**config.mk**
```make
export PLATFORM = sky130hd
export DESIGN_NAME = lift_ctrl_nfloor_flat
export DESIGN_NICKNAME = d
export VERILOG_FILES = /design/src/rtl/lift_ctrl_nfloor_if.sv /design/src/rtl/lift_ctrl_nfloor.sv /design/src/flat_wrapper.sv
export SDC_FILE = /design/constraint.sdc
export NUM_CORES = 1
export LEC_CHECK = 0
export CAP_MARGIN = 20
export CELL_PAD_IN_SITES_DETAIL_PLACEMENT = 1
export CELL_PAD_IN_SITES_GLOBAL_PLACEMENT = 1
export CORE_ASPECT_RATIO = 2
export CORE_MARGIN = 2
export CORE_UTILIZATION = 44
export DETAILED_ROUTE_END_ITERATION = 16
export PLACE_DENSITY = 0.86
export SKIP_CTS_REPAIR_TIMING = 1
export SYNTH_ARGS = -nofsm -noshare
export SYNTH_HDL_FRONTEND = slang
export SYNTH_SLANG_ARGS = --single-unit
```
**constraint.sdc**
```tcl
create_clock -name clk -period 7.89 [get_ports clk]
set_clock_uncertainty 0.1 [all_clocks]
set_input_delay 1.9725 -clock clk [delete_from_list [all_inputs] [get_ports clk]]
set_output_delay 1.9725 -clock clk [all_outputs]
set_load 0.1 [all_outputs]
```
**src/rtl/lift_ctrl_nfloor_if.sv**
```systemverilog
// lift_ctrl_nfloor_if: request/status bundle between the button logic,
// the lift controller and the motor/door drivers.
// master = requester / observer side, slave = controller side.
interface lift_ctrl_nfloor_if #(
  parameter int N_FLOORS = 8,
  parameter int FLOOR_W  = $clog2(N_FLOORS)
);
  logic [N_FLOORS-1:0] req;
  logic [1:0]          lift_state;
  logic [FLOOR_W-1:0]  current_floor;
  logic                door_open;
  logic [N_FLOORS-1:0] pending;

  modport master (output req, input lift_state, current_floor, door_open, pending);
  modport slave  (input req, output lift_state, current_floor, door_open, pending);
endinterface

```
**src/rtl/lift_ctrl_nfloor.sv**
```systemverilog
// lift_ctrl_nfloor: single-car SCAN lift controller for N_FLOORS floors.
// Requests latch into a pending register; the car travels TRAVEL_CYCLES per
// floor and holds the door open DOOR_CYCLES per served floor.
// Optional macro LIFT_HOME_RETURN_EN: after IDLE_TIMEOUT idle cycles with
// nothing pending the car returns to floor 0 (no door phase on arrival).
// One shared timer serves travel, door and idle counting, since only one of
// them is ever live in a given state.
module lift_ctrl_nfloor #(
  parameter int N_FLOORS      = 8,
  parameter int FLOOR_W       = $clog2(N_FLOORS),
  parameter int TRAVEL_CYCLES = 4,
  parameter int DOOR_CYCLES   = 3,
  parameter int IDLE_TIMEOUT  = 5
) (
  input logic               clk,
  input logic               rst_n,
  lift_ctrl_nfloor_if.slave bus
);
  localparam int TD_MAX  = (TRAVEL_CYCLES > DOOR_CYCLES) ? TRAVEL_CYCLES : DOOR_CYCLES;
  localparam int TMR_MAX = (TD_MAX > IDLE_TIMEOUT) ? TD_MAX : IDLE_TIMEOUT;
  localparam int TMR_W   = $clog2(TMR_MAX + 1);

  typedef logic [TMR_W-1:0]   tmr_t;
  typedef logic [FLOOR_W-1:0] floor_t;

  localparam tmr_t   TRAVEL_LD = tmr_t'(TRAVEL_CYCLES);
  localparam tmr_t   DOOR_LD   = tmr_t'(DOOR_CYCLES);
  localparam floor_t TOP       = floor_t'(N_FLOORS - 1);
`ifdef LIFT_HOME_RETURN_EN
  localparam tmr_t   IDLE_LAST = tmr_t'(IDLE_TIMEOUT - 1);
`endif

  typedef enum logic [1:0] {
    S_IDLE = 2'b00,
    S_UP   = 2'b10,
    S_DOWN = 2'b01,
    S_DOOR = 2'b11
  } state_t;

  state_t              state_q, state_d;
  floor_t              floor_q, floor_d, arr_floor;
  logic [N_FLOORS-1:0] pend_q, pend_d, pend_in, served;
  tmr_t                tmr_q, tmr_d;
  logic                up_q, up_d;     // last_dir, 1 = up
  logic                above, below, scan_up, arr_above, arr_below;
`ifdef LIFT_HOME_RETURN_EN
  logic                home_q, home_d; // car is on an unrequested trip to floor 0
`endif

  function automatic logic any_above(input logic [N_FLOORS-1:0] v, input floor_t f);
    any_above = 1'b0;
    for (int i = 0; i < N_FLOORS; i++)
      if (v[i] && (i > int'(f))) any_above = 1'b1;
  endfunction

  function automatic logic any_below(input logic [N_FLOORS-1:0] v, input floor_t f);
    any_below = 1'b0;
    for (int i = 0; i < N_FLOORS; i++)
      if (v[i] && (i < int'(f))) any_below = 1'b1;
  endfunction

  // Requests seen this cycle count immediately, so a same-cycle req is servable.
  assign pend_in   = pend_q | bus.req;
  assign arr_floor = (state_q == S_UP) ? floor_q + floor_t'(1) : floor_q - floor_t'(1);
  assign above     = any_above(pend_in, floor_q);
  assign below     = any_below(pend_in, floor_q);
  assign arr_above = any_above(pend_in, arr_floor);
  assign arr_below = any_below(pend_in, arr_floor);
  // Keep last direction if it still has work, otherwise turn around.
  assign scan_up   = up_q ? above : !below;

  // Next-state, timer and served-floor selection.
  always_comb begin
    state_d = state_q;
    floor_d = floor_q;
    tmr_d   = tmr_q;
    up_d    = up_q;
    served  = '0;
`ifdef LIFT_HOME_RETURN_EN
    home_d  = home_q;
`endif
    unique case (state_q)
      S_IDLE: begin
        tmr_d = '0;
        if (pend_in[floor_q]) begin
          served[floor_q] = 1'b1;
          state_d         = S_DOOR;
          tmr_d           = DOOR_LD;
        end else if (above || below) begin
          state_d = scan_up ? S_UP : S_DOWN;
          up_d    = scan_up;
          tmr_d   = TRAVEL_LD;
        end
`ifdef LIFT_HOME_RETURN_EN
        else if (floor_q != '0) begin
          // Nothing pending here: the timer counts idle cycles.
          if (tmr_q == IDLE_LAST) begin
            state_d = S_DOWN;
            up_d    = 1'b0;
            tmr_d   = TRAVEL_LD;
            home_d  = 1'b1;
          end else begin
            tmr_d = tmr_q + 1'b1;
          end
        end
`endif
      end
      S_UP, S_DOWN: begin
        if ((state_q == S_UP && floor_q == TOP) || (state_q == S_DOWN && floor_q == '0)) begin
          // Unreachable by construction; never drive past the shaft ends.
          state_d = S_IDLE;
          tmr_d   = '0;
`ifdef LIFT_HOME_RETURN_EN
          home_d  = 1'b0;
`endif
        end else if (tmr_q > tmr_t'(1)) begin
          tmr_d = tmr_q - 1'b1;
        end else begin
          floor_d = arr_floor;
`ifdef LIFT_HOME_RETURN_EN
          // Any real request hands control back to normal SCAN.
          home_d  = home_q && (pend_in == '0) && (arr_floor != '0);
`endif
          if (pend_in[arr_floor]) begin
            served[arr_floor] = 1'b1;
            state_d           = S_DOOR;
            tmr_d             = DOOR_LD;
          end else if ((state_q == S_UP) ? arr_above : arr_below) begin
            tmr_d = TRAVEL_LD;
          end
`ifdef LIFT_HOME_RETURN_EN
          else if (home_d) begin
            tmr_d = TRAVEL_LD;
          end
`endif
          else begin
            state_d = S_IDLE;
            tmr_d   = '0;
          end
        end
      end
      S_DOOR: begin
        if (pend_in[floor_q]) begin
          // Button pressed for this floor while open: hold the door longer.
          served[floor_q] = 1'b1;
          tmr_d           = DOOR_LD;
        end else if (tmr_q > tmr_t'(1)) begin
          tmr_d = tmr_q - 1'b1;
        end else if (above || below) begin
          state_d = scan_up ? S_UP : S_DOWN;
          up_d    = scan_up;
          tmr_d   = TRAVEL_LD;
        end else begin
          state_d = S_IDLE;
          tmr_d   = '0;
        end
      end
      default: state_d = S_IDLE;
    endcase
    // Clear wins over set for the floor being served.
    pend_d = pend_in & ~served;
  end

  // State, position, pending and timer registers.
  always_ff @(posedge clk or negedge rst_n) begin
    if (!rst_n) begin
      state_q <= S_IDLE;
      floor_q <= '0;
      pend_q  <= '0;
      tmr_q   <= '0;
      up_q    <= 1'b1;
`ifdef LIFT_HOME_RETURN_EN
      home_q  <= 1'b0;
`endif
    end else begin
      state_q <= state_d;
      floor_q <= floor_d;
      pend_q  <= pend_d;
      tmr_q   <= tmr_d;
      up_q    <= up_d;
`ifdef LIFT_HOME_RETURN_EN
      home_q  <= home_d;
`endif
    end
  end

  assign bus.lift_state    = state_q;
  assign bus.current_floor = floor_q;
  assign bus.door_open     = (state_q == S_DOOR);
  assign bus.pending       = pend_q;
endmodule

```
**src/flat_wrapper.sv**
```systemverilog
// flat-port wrapper written by rule: the top's interface ports become plain ports
module lift_ctrl_nfloor_flat 
#(
  parameter int N_FLOORS      = 8,
  parameter int FLOOR_W       = $clog2(N_FLOORS),
  parameter int TRAVEL_CYCLES = 4,
  parameter int DOOR_CYCLES   = 3,
  parameter int IDLE_TIMEOUT  = 5
)
  (clk, rst_n, bus_req, bus_lift_state, bus_current_floor, bus_door_open, bus_pending);
  lift_ctrl_nfloor_if #(.N_FLOORS(N_FLOORS), .FLOOR_W(FLOOR_W)) bus_i ();
  input logic clk;
  input logic rst_n;
  input wire logic [$bits(bus_i.req)-1:0] bus_req;
  output wire logic [$bits(bus_i.lift_state)-1:0] bus_lift_state;
  output wire logic [$bits(bus_i.current_floor)-1:0] bus_current_floor;
  output wire logic [$bits(bus_i.door_open)-1:0] bus_door_open;
  output wire logic [$bits(bus_i.pending)-1:0] bus_pending;
  assign bus_i.req = bus_req;
  assign bus_lift_state = bus_i.lift_state;
  assign bus_current_floor = bus_i.current_floor;
  assign bus_door_open = bus_i.door_open;
  assign bus_pending = bus_i.pending;
  lift_ctrl_nfloor #(.N_FLOORS(N_FLOORS), .FLOOR_W(FLOOR_W), .TRAVEL_CYCLES(TRAVEL_CYCLES), .DOOR_CYCLES(DOOR_CYCLES), .IDLE_TIMEOUT(IDLE_TIMEOUT)) u_core (.clk(clk), .rst_n(rst_n), .bus(bus_i));
endmodule
```
# Yosys cells after proc, flatten, opt, wreduce, memory -nomap -nowiden
# Index checks and enable logic that the tools add are counted.
# totals
in_bits,10
reg_bits,17
out_inout_bits,14
# op_classes
eq_ne,10
n_reduce_logical,43
n_bitwise,5
n_lt_le_gt_ge,33
n_mux,69
addsub,3
# ops
operator,count
$mux W1,38
$logic_and A1 B1 Y1,32
$mux W8,4
$mux W3,9
$gt A3 B3 Y1 const A,8
$mux W2,10
$lt A3 B3 Y1 const A,6
$pmux W8 S2,1
$gt A2 B3 Y1 const A,4
$lt A1 B3 Y1 const A,4
$lt A2 B3 Y1 const A,4
$pmux W3 S3,1
$and A8 B8 Y8,1
$lt A3 B4 Y1 const B,2
$not A8 Y8,1
$or A8 B8 Y8,1
$bmux W1 S3,2
$demux W1 S3,2
$ge A3 B1 Y1 const B,2
$gt A1 B3 Y1 const A,2
$ne A2 B2 Y1 const B,3
$pmux W2 S3,1
$sub A3 B1 Y3 const B,2
$reduce_and A5 Y1,1
other kinds (18),22

# Longest topological paths before layout
# Gate-level depths: netlist (run 1).
# logic_depth
depth_word,17
depth_mapped,10
ltp_nobuf,9

# Worst setup path before layout (run 1)
# OpenSTA, ideal clock, no wires.
# synth_path
path_type,reg-to-reg
from,register u_core.floor_q[0] (netlist: u_core.bus.current_floor[0])
to,register u_core.state_q[0] (netlist: u_core.bus.lift_state[0])
path_slack_ps,3780
arrival_time_ps,3883
path_stages_with_launch,11
required_ps,7663
n_path_buf,1
path_cell_list,dfrtp_1 > inv_1 > clkbuf_1 > ha_1 > xor2_2 > mux4_1 > mux2_4 > nor2b_4 > o311ai_1 > o211a_1 > mux2_4
# synth_via
elab_chain_len,16
# synth_rtl
element,line_no,text
start: declaration,lift_ctrl_nfloor.sv:41,"floor_t floor_q, floor_d, arr_floor;"
start signal: assignment,lift_ctrl_nfloor.sv:177,floor_q <= floor_d;
"parallel branches: the longest is 16 deep, another holds $sub A3 B1 Y3",-,
end signal: assignment,lift_ctrl_nfloor.sv:176,state_q <= state_d;
end: declaration,lift_ctrl_nfloor.sv:40,"state_t state_q, state_d;"
# Parallel ways; which one is timed is not known. The select of a mux whose other input is x is not followed.
# A chain may end at the register's enable or synchronous reset.

# Worst setup path in the final report (run 1)
# layout_path
from,input port bus_req[7]
to,register u_core.state_q[0] (netlist: u_core.bus.lift_state[0])
# layout_via
elab_chain_len,9
# layout_rtl
element,line_no,text
start: declaration,flat_wrapper.sv:14,input wire logic [$bits(bus_i.req)-1:0] bus_req;
$or A8 B8 Y8 *,lift_ctrl_nfloor.sv:63,assign pend_in = pend_q | bus.req;
$logic_and A1 B1 Y1,lift_ctrl_nfloor.sv:53,if (v[i] && (i > int'(f))) any_above = 1'b1;
$mux W1,lift_ctrl_nfloor.sv:53,
$mux W1,lift_ctrl_nfloor.sv:70,assign scan_up = up_q ? above : !below;
$mux W2,"lift_ctrl_nfloor.sv:90, lift_ctrl_nfloor.sv:150",
$mux W2,lift_ctrl_nfloor.sv:149,end else if (above || below) begin
$mux W2,lift_ctrl_nfloor.sv:147,end else if (tmr_q > tmr_t'(1)) begin
$mux W2,lift_ctrl_nfloor.sv:143,if (pend_in[floor_q]) begin
$pmux W2 S3,lift_ctrl_nfloor.sv:82,unique case (state_q)
# Mark *: on every way between the ends. The rest lies on a longest branch, timed or not. The select of a mux whose other input is x is not followed.

==> flow_metrics.tcl, run 1 <==
set metrics [dict create \
    status "finished, final reports clean" \
    worstPathCellList "clkdlybuf4s50_1 -> nor2_1 -> o32ai_1 -> or4_4 -> or2_1 -> o211a_1 -> mux2_4" \
    clk_path_buf_depth 2 \
    cp_top_family "simple AND/OR/NAND/NOR gates" \
    worstHoldStart "u_core.tmr_q[0]" \
    start_util 0.459 \
    cts_tree "built" \
    num_rows 30 \
    num_vias 1664 \
    groute.usage.overall 0.300 \
    yosys.area.top_type "dfrtp_1" \
    core_sq_um 3420 \
    synth_area_per_cell_sq_um 8.80 \
    min_to "u_core.tmr_q[0]" \
    syn_area_sq_um 1570 \
    multi_input_area_sq_um 1070 \
    fmax_mhz 228 \
    synth_top_cell_area_share 0.256 \
    finalSetupTns_ns 0 \
    drt_first_pass_iters 4 \
    dpl.hpwl_mm 4.12 \
    worstPathRequired_ns 7.95 \
    yosys_most_used_dff "dfrtp_1" \
    gp_congestion 0.935 \
    netlist_top_cells_area "dfrtp_1, ha_1, nor2_1" \
    hold_viol 0 \
    synth_nets 199 \
    yosysUniqueCellTypes 55 \
    slew_viol_final 0 \
    r2r_cells 9 \
    async_flop_share 1.00 \
    finalCritPeriodShare 0.555 \
    yosysSeqAreaShare 0.272 \
    regArea_sq_um 427 \
    relSlewSlack 0.348 \
    whs_ns 0.364 \
    avgViaCountPerCell 6.68 \
    yosys_warnings 0 \
    fin_nets 223 \
    rsz0062_at_grt "false" \
    syn_to_final_growth_pct 20.7 \
    grt_pass1_wl_mm 8.93 \
    num-fill-cells 420 \
    worstPathMaxFanout 5 \
    arrival_ns 4.44 \
    endpoint_kind "register" \
    io_buffer_count 23 \
    io_pins 24 \
    post_drt_wl_per_cell_um 21.5 \
    overflow 0 \
    crit_buf_inv 1 \
    n_antenna_cell 0 \
    cts-root-buf "clkbuf_8" \
    first_iter_violations 61 \
    die_h_um 88.4 \
    path_class "in -> reg" \
    max_stage_delay_ns 0.58 \
    slowest_stage "or4_4" \
    yosys_register_bits 17 \
    dieArea_sq_um 4080 \
    period_needed_ns 4.38 \
    worst_pin_slew_ns 0.975 \
    grt_max_degree 26 \
    timing.final.ws_setup_ns 3.51 \
    maxCapViolations 0 \
    hold_class "reg -> reg" \
    grt_pass1_vias 1836 \
    rr_startpoint "u_core.bus.current_floor[0]" \
    die_w_um 46.2 \
    worstSetupStartpointType "primary input" \
    antenna_found_initial 0 \
    r2r-end "u_core.bus.pending[6]" \
    fin_cells 249 \
    setup_viol 0 \
    numClockSinks 17 \
    clk_latency_ns 0.27 \
    synth_edf_count 0 \
    min_delay_path_depth 1 \
    cts_made_buffers 3 \
    route.detailed.drc 0 \
    netlist_instances 178 \
    drt-total-wl_mm 5.37 \
    clkTransAtPathRegs_ns 0.08 \
    regToRegSetupSlack_ns 3.87 \
    cts_max_level 1 \
    drive_above_1_share 0.119 \
    ant_nets 0 \
    dp_cells 245 \
    place_ws_ns 3.27 \
]
-- how the worst max path moves through the flow --
stage | from | to | slack [ns] | depth (start not counted)
global placement | bus_req[4] | u_core.bus.lift_state[0] | 3.31 | 7
finish | bus_req[7] | u_core.bus.lift_state[0] | 3.51 | 7
CTS | bus_req[2] | u_core.bus.lift_state[0] | 3.53 | 8
global route | bus_req[0] | u_core.bus.lift_state[0] | 3.38 | 8
floorplan | u_core.bus.current_floor[0] | u_core.bus.lift_state[0] | 3.78 | 10
detailed placement | bus_req[2] | u_core.bus.lift_state[0] | 3.27 | 8
-- state kept, by name, summed over array words and instances, names as in the netlist --
register	count
u_core.bus.lift_state	2
u_core.bus.pending	8
u_core.up_q	1
u_core.bus.current_floor	3
u_core.tmr_q	3
-- cells in the final DEF (no fill, tap or decap), types with 3 or more instances in the layout --
cell	netlist	routed
nand2_1	10	10
mux2i_1	4	4
clkdlybuf4s50_1	0	23
inv_1	10	10
nor4_1	3	3
dfrtp_1	16	16
a22oi_1	4	4
nand3_1	4	4
a311oi_1	4	4
o22ai_1	3	3
o21ai_1	5	5
o21ai_0	8	8
a21oi_1	12	12
nor3_1	6	6
clkbuf_8	0	3
or2_1	3	3
nor2_1	19	19
ha_1	11	11
-- synthesized netlist by cell type (all sizes together), types with 2 or more instances --
cell      n
o22ai     3
a22oi     4
mux4      4
a32o      2
a221oi    2
mux2i     4
nor2b     2
xnor2     2
inv      11
or3       2
nand2    10
nand4     2
o211a     2
ha       11
nand3     4
clkbuf    2
a21oi    12
a211oi    2
o21ai    13
buf       3
mux2      4
a311oi    4
dfrtp    16
or2       4
nor3      7
nor4      3
o2111ai   2
nor2     23
a31oi     2
-- cells by family after synthesis --
| logic type | synth area share |
|---|---|
| XOR/XNOR | 0.0216 |
| AO/OA/AOI/OAI | 0.242 |
| multiplexers | 0.121 |
| flip-flops | 0.272 |
| adder cells (fa/ha/maj) | 0.0879 |
| buffers and inverters | 0.0423 |
| AND/OR/NAND/NOR | 0.212 |
-- layer usage --
metal  global-route usage  vias to the layer above  wire length (um)
met5                    0                        -                 0
li1                     -                      721                 -
met3               0.0490                       37               250
met2                0.511                       85              2890
met4                0.218                        0               408
met1                0.311                      821              1820
-- area by class of cell --
cell class,count,share of cell area
clock buffer,3,0.0218
clock inverter,1,0.00265
inverter,12,0.0245
multi-input combinational,144,0.568
sequential,17,0.226
tap,48,0.0318
timing repair buffer,24,0.126
-- per-stage QoR --
stage,util,instance area (sq um)
4_1_cts,0.553,1890
2_1_floorplan,-,1570
6_report,0.553,1890
5_1_grt,0.553,1890
3_3_place_gp,0.540,1840
3_5_place_dp,0.540,1840
Power of run 1 is left out: the tool's default activity adds up to more than one toggle a clock period on the data nets, which glitch-free logic cannot reach.
==> inputs of run 2 (changes only) <==
--- a/config.mk
+++ b/config.mk
@@ -10,9 +10,9 @@
 export CELL_PAD_IN_SITES_GLOBAL_PLACEMENT = 1
 export CORE_ASPECT_RATIO = 2
 export CORE_MARGIN = 2
-export CORE_UTILIZATION = 44
+export CORE_UTILIZATION = 37
 export DETAILED_ROUTE_END_ITERATION = 16
-export PLACE_DENSITY = 0.86
+export PLACE_DENSITY = 0.77
 export SKIP_CTS_REPAIR_TIMING = 1
 export SYNTH_ARGS = -nofsm -noshare
 export SYNTH_HDL_FRONTEND = slang
==> constraint.sdc (replaced) <==
create_clock -name clk -period 3.8 [get_ports clk]
set_clock_uncertainty 0.1 [all_clocks]
set_input_delay 0.95 -clock clk [delete_from_list [all_inputs] [get_ports clk]]
set_output_delay 0.95 -clock clk [all_outputs]
set_load 0.1 [all_outputs]
==> run 2 against run 1 <==
Via count is 4.5% lower. Largest cell class unchanged. Count of clock-buffer cells in the layout stayed put. Critical path depth is 1 higher. Hold slack better by 0.013 ns. Cell count is 3.6% higher. Worst setup slack worse by 3.1 ns. Die area is 18% higher. Critical path type unchanged.
==> flow_metrics.tcl, run 2 (synthesized netlist as in run 1, its figures left out) <==
set metrics [dict create \
    path_class "in -> reg" \
    hold_class "reg -> reg" \
    post_drt_wl_per_cell_um 21.7 \
    num-fill-cells 488 \
    dpl.hpwl_mm 4.43 \
    top_layer "met4" \
    grt_pass1_vias 1736 \
    antenna_found_initial 0 \
    final_cell_mix "nor2_1, clkdlybuf4s50_1, dfrtp_1" \
    setup_viol 0 \
    grt_max_degree 25 \
    clk_latency_ns 0.26 \
    fmax_mhz 295 \
    numClockSinks 17 \
    num_rows 33 \
    regArea_sq_um 429 \
    drive_above_1_share 0.184 \
    met1_length_mm 1.99 \
    critPathLaunch "bus_req[2]" \
    drt-total-wl_mm 5.59 \
    largest_reg_flops 8 \
    arrival_ns 3.45 \
    io_pins 24 \
    first_iter_violations 49 \
    clkTransAtPathRegs_ns 0.08 \
    ant_nets 0 \
    worst_pin_slew_ns 0.974 \
    cts_made_buffers 3 \
    core_sq_um 4090 \
    syn_to_final_growth_pct 22.4 \
    groute.usage.overall 0.244 \
    cts_tree "built" \
    overflow 0 \
    num_vias 1589 \
    hold_viol 0 \
    grt_pass1_wl_mm 8.78 \
    die_w_um 50.0 \
    rr_startpoint "u_core.bus.current_floor[1]" \
    wl_met3_um 155 \
    final_common_cell "nor2_1" \
    cts-root-buf "clkbuf_8" \
    rsz0062_at_grt "false" \
    period_needed_ns 3.40 \
    io_buffer_count 23 \
    n_antenna_cell 0 \
    finalSetupTns_ns 0 \
    fin_cells 258 \
    slew_viol_final 0 \
    route.detailed.drc 0 \
    start_util 0.383 \
    finalCritPeriodShare 0.894 \
    worstPathMaxFanout 7 \
    die_h_um 96.0 \
    worstSetupStartpointType "primary input" \
    worstHoldStart "u_core.tmr_q[0]" \
    status "finished, final reports clean" \
    fin_nets 228 \
    clk_path_buf_depth 2 \
    avgViaCountPerCell 6.16 \
    maxCapViolations 0 \
    gp_congestion 0.953 \
    dieArea_sq_um 4800 \
    multi_input_area_sq_um 1070 \
    drt_first_pass_iters 4 \
    route.met2.wl_mm 3.14 \
    dp_cells 254 \
    cts_max_level 1 \
    worstPathRequired_ns 3.85 \
    relSlewSlack 0.349 \
    endpoint_kind "register" \
]
==> run 2: cell count changes in the layout (fill, tap and decap cells not counted), sizes merged <==
cell	before	now
buf	1	13
clkdlybuf4s50	23	16
==> run 2: area by class of cell <==
| type | count | share of cell area |
|---|---|---|
| clock buffers | 3 | 0.0215 |
| flip-flops and latches | 17 | 0.224 |
| inverters | 12 | 0.0241 |
| repair buffers | 29 | 0.134 |
| clock inverters | 1 | 0.00261 |
| multi-input cells | 144 | 0.560 |
| well taps | 52 | 0.0339 |
==> run 2: layer usage <==
metal  vias up  global-route usage
li1        730                   -
met1       778               0.234
met2        56               0.484
met3        25              0.0280
met4         0               0.132
met5         -                   0
==> run 2: worst paths after layout <==
kind	end	slack [ns]	cells after the start
min in group asynchronous	u_core.bus.pending[7]	1.07	1
worst min register to register	u_core.tmr_q[0]	0.38	1
worst max-delay path	u_core.bus.lift_state[0]	0.40	8
worst min-delay path	u_core.tmr_q[0]	0.38	1
max in group asynchronous	u_core.bus.current_floor[1]	1.95	1
worst max register to register	u_core.bus.lift_state[0]	0.54	9
==> run 2: critical path, cell delays in order <==
cell             delay, ns
clkdlybuf4s50_1       0.45
nor2_2                0.33
o21ai_1               0.10
a22o_1                0.25
or4_4                 0.51
or2_1                 0.27
o211a_1               0.27
mux2_4                0.31
==> run 2: stage by stage <==
stage	utilization	cell area, sq um	hold WS, ns	worst slack, ns
finish	0.469	1920	0.377	0.405
floorplan	-	1570	0.326	0.0479
CTS	0.469	1920	0.381	0.420
global route	0.469	1920	0.423	0.323
detailed placement	0.458	1870	0.370	0.151
global placement	0.458	1870	0.344	0.224
Power of run 2 is left out for the same reason.
==> inputs of run 3 (changes only) <==
--- a/config.mk
+++ b/config.mk
@@ -10,9 +10,9 @@
 export CELL_PAD_IN_SITES_GLOBAL_PLACEMENT = 1
 export CORE_ASPECT_RATIO = 2
 export CORE_MARGIN = 2
-export CORE_UTILIZATION = 37
+export CORE_UTILIZATION = 44
 export DETAILED_ROUTE_END_ITERATION = 16
-export PLACE_DENSITY = 0.77
+export PLACE_DENSITY = 0.86
 export SKIP_CTS_REPAIR_TIMING = 1
 export SYNTH_ARGS = -nofsm -noshare
 export SYNTH_HDL_FRONTEND = slang
==> constraint.sdc (replaced) <==
create_clock -name clk -period 4.15 [get_ports clk]
set_clock_uncertainty 0.1 [all_clocks]
set_input_delay 1.0375 -clock clk [delete_from_list [all_inputs] [get_ports clk]]
set_output_delay 1.0375 -clock clk [all_outputs]
set_load 0.1 [all_outputs]
==> run 3 against run 2 <==
Routed wire length up 2.0%. Hold slack worse by 0.0043 ns. Count of clock-buffer cells in the layout stayed put. Cell count shrank 2.7%. Flip-flop and latch count stayed put. Die area down 15%. Highest routed layer unchanged.
==> flow_metrics.tcl, run 3 (synthesized netlist as in run 1, its figures left out) <==
set metrics [dict create \
    groute.usage.overall 0.319 \
    overflow 0 \
    first_iter_violations 86 \
    finalCritPeriodShare 0.854 \
    final_cell_mix "clkdlybuf4s50_1, nor2_1, dfrtp_1" \
    post_drt_wl_per_cell_um 22.7 \
    cts-root-buf "clkbuf_8" \
    syn_to_final_growth_pct 21.3 \
    worstPathCellList "clkdlybuf4s50_1 -> nor2_1 -> nor4_1 -> or4_4 -> or2_1 -> o211a_1 -> mux2_4" \
    worstSetupStartpointType "primary input" \
    finalSetupTns_ns 0 \
    final_common_cell "clkdlybuf4s50_1" \
    drive_above_1_share 0.143 \
    die_h_um 88.4 \
    fmax_mhz 282 \
    grt_pass1_vias 1954 \
    rsz0062_at_grt "false" \
    worst_pin_slew_ns 0.973 \
    gp_congestion 0.935 \
    slowest_stage "or4_4" \
    period_needed_ns 3.54 \
    num_vias 1682 \
    ant_nets 0 \
    grt_max_degree 25 \
    whs_ns 0.373 \
    cts_tree "built" \
    slew_viol_final 0 \
    avgViaCountPerCell 6.70 \
    hold_viol 0 \
    cts_max_level 1 \
    relSlewSlack 0.349 \
    path_class "in -> reg" \
    clkTransAtPathRegs_ns 0.08 \
    max_stage_delay_ns 0.61 \
    n_antenna_cell 0 \
    hold_class "reg -> reg" \
    start_util 0.459 \
    dieArea_sq_um 4080 \
    num_rows 30 \
    status "finished, final reports clean" \
    core_sq_um 3420 \
    dpl.hpwl_mm 4.24 \
    numClockSinks 17 \
    fin_nets 225 \
    endpoint_kind "register" \
    worstPathMaxFanout 8 \
    die_w_um 46.2 \
    route.detailed.drc 0 \
    io_buffer_count 23 \
    arrival_ns 3.60 \
    drt-total-wl_mm 5.71 \
    worstPathRequired_ns 4.20 \
    clk_latency_ns 0.27 \
    cts_made_buffers 3 \
    maxCapViolations 0 \
    antenna_found_initial 0 \
    io_pins 24 \
    largest_reg_flops 8 \
    setup_viol 0 \
    drt_first_pass_iters 4 \
    clk_path_buf_depth 2 \
    grt_pass1_wl_mm 9.28 \
]
-- run 3: cell count changes in the layout (fill, tap and decap cells not counted), sizes merged --
cell           delta
clkinvlp          +1
buf               -7
clkdlybuf4s50     +4
clkinv            -1
-- run 3: layer usage --
metal	vias up	part of all wire	track usage
li1	728	-	-
met1	830	0.33	0.316
met2	79	0.55	0.586
met3	45	0.036	0.0286
met4	0	0.077	0.203
met5	-	0	0
-- run 3: cell type report --
cell class                 instances  area (sq um)
tap                               48          60.1
clock inverter                     1          7.51
multi-input combinational        144          1070
inverter                          12          46.3
timing repair buffer              26           245
sequential                        17           427
clock buffer                       3          41.3
fill                             423          1520
-- run 3: stage by stage --
stage / setup WS (ns) / cells / area [sq um] / util
final: 0.606 / 251 / 1900 / 0.556
after global routing: 0.444 / 251 / 1900 / 0.556
after CTS: 0.682 / 251 / 1900 / 0.556
after detailed placement: 0.465 / 247 / 1850 / 0.542
after global placement: 0.494 / 247 / 1850 / 0.542
after floorplan: 0.0401 / 178 / 1570 / -
-- run 3: final timing paths --
check                      depth (start not counted)  slack (ns)                         from                        to
setup / recovery                                   7        0.61                   bus_req[4]  u_core.bus.lift_state[0]
hold reg to reg                                    1        0.37              u_core.tmr_q[0]           u_core.tmr_q[0]
setup reg to reg                                   8        0.62  u_core.bus.current_floor[1]     u_core.bus.pending[7]
min in group asynchronous                          1        1.17                        rst_n     u_core.bus.pending[4]
hold / removal                                     1        0.37              u_core.tmr_q[0]           u_core.tmr_q[0]
max in group asynchronous                          1        2.23                        rst_n  u_core.bus.lift_state[1]
-- run 3: worst max-delay path: cells and delay by family --
family	cells	cell delay, ns
buffers and inverters	1	0.42
and+or+nand+nor	4	1.57
muxes	1	0.30
AOI/OAI and AO/OA	1	0.27
Power of run 3 is left out for the same reason.
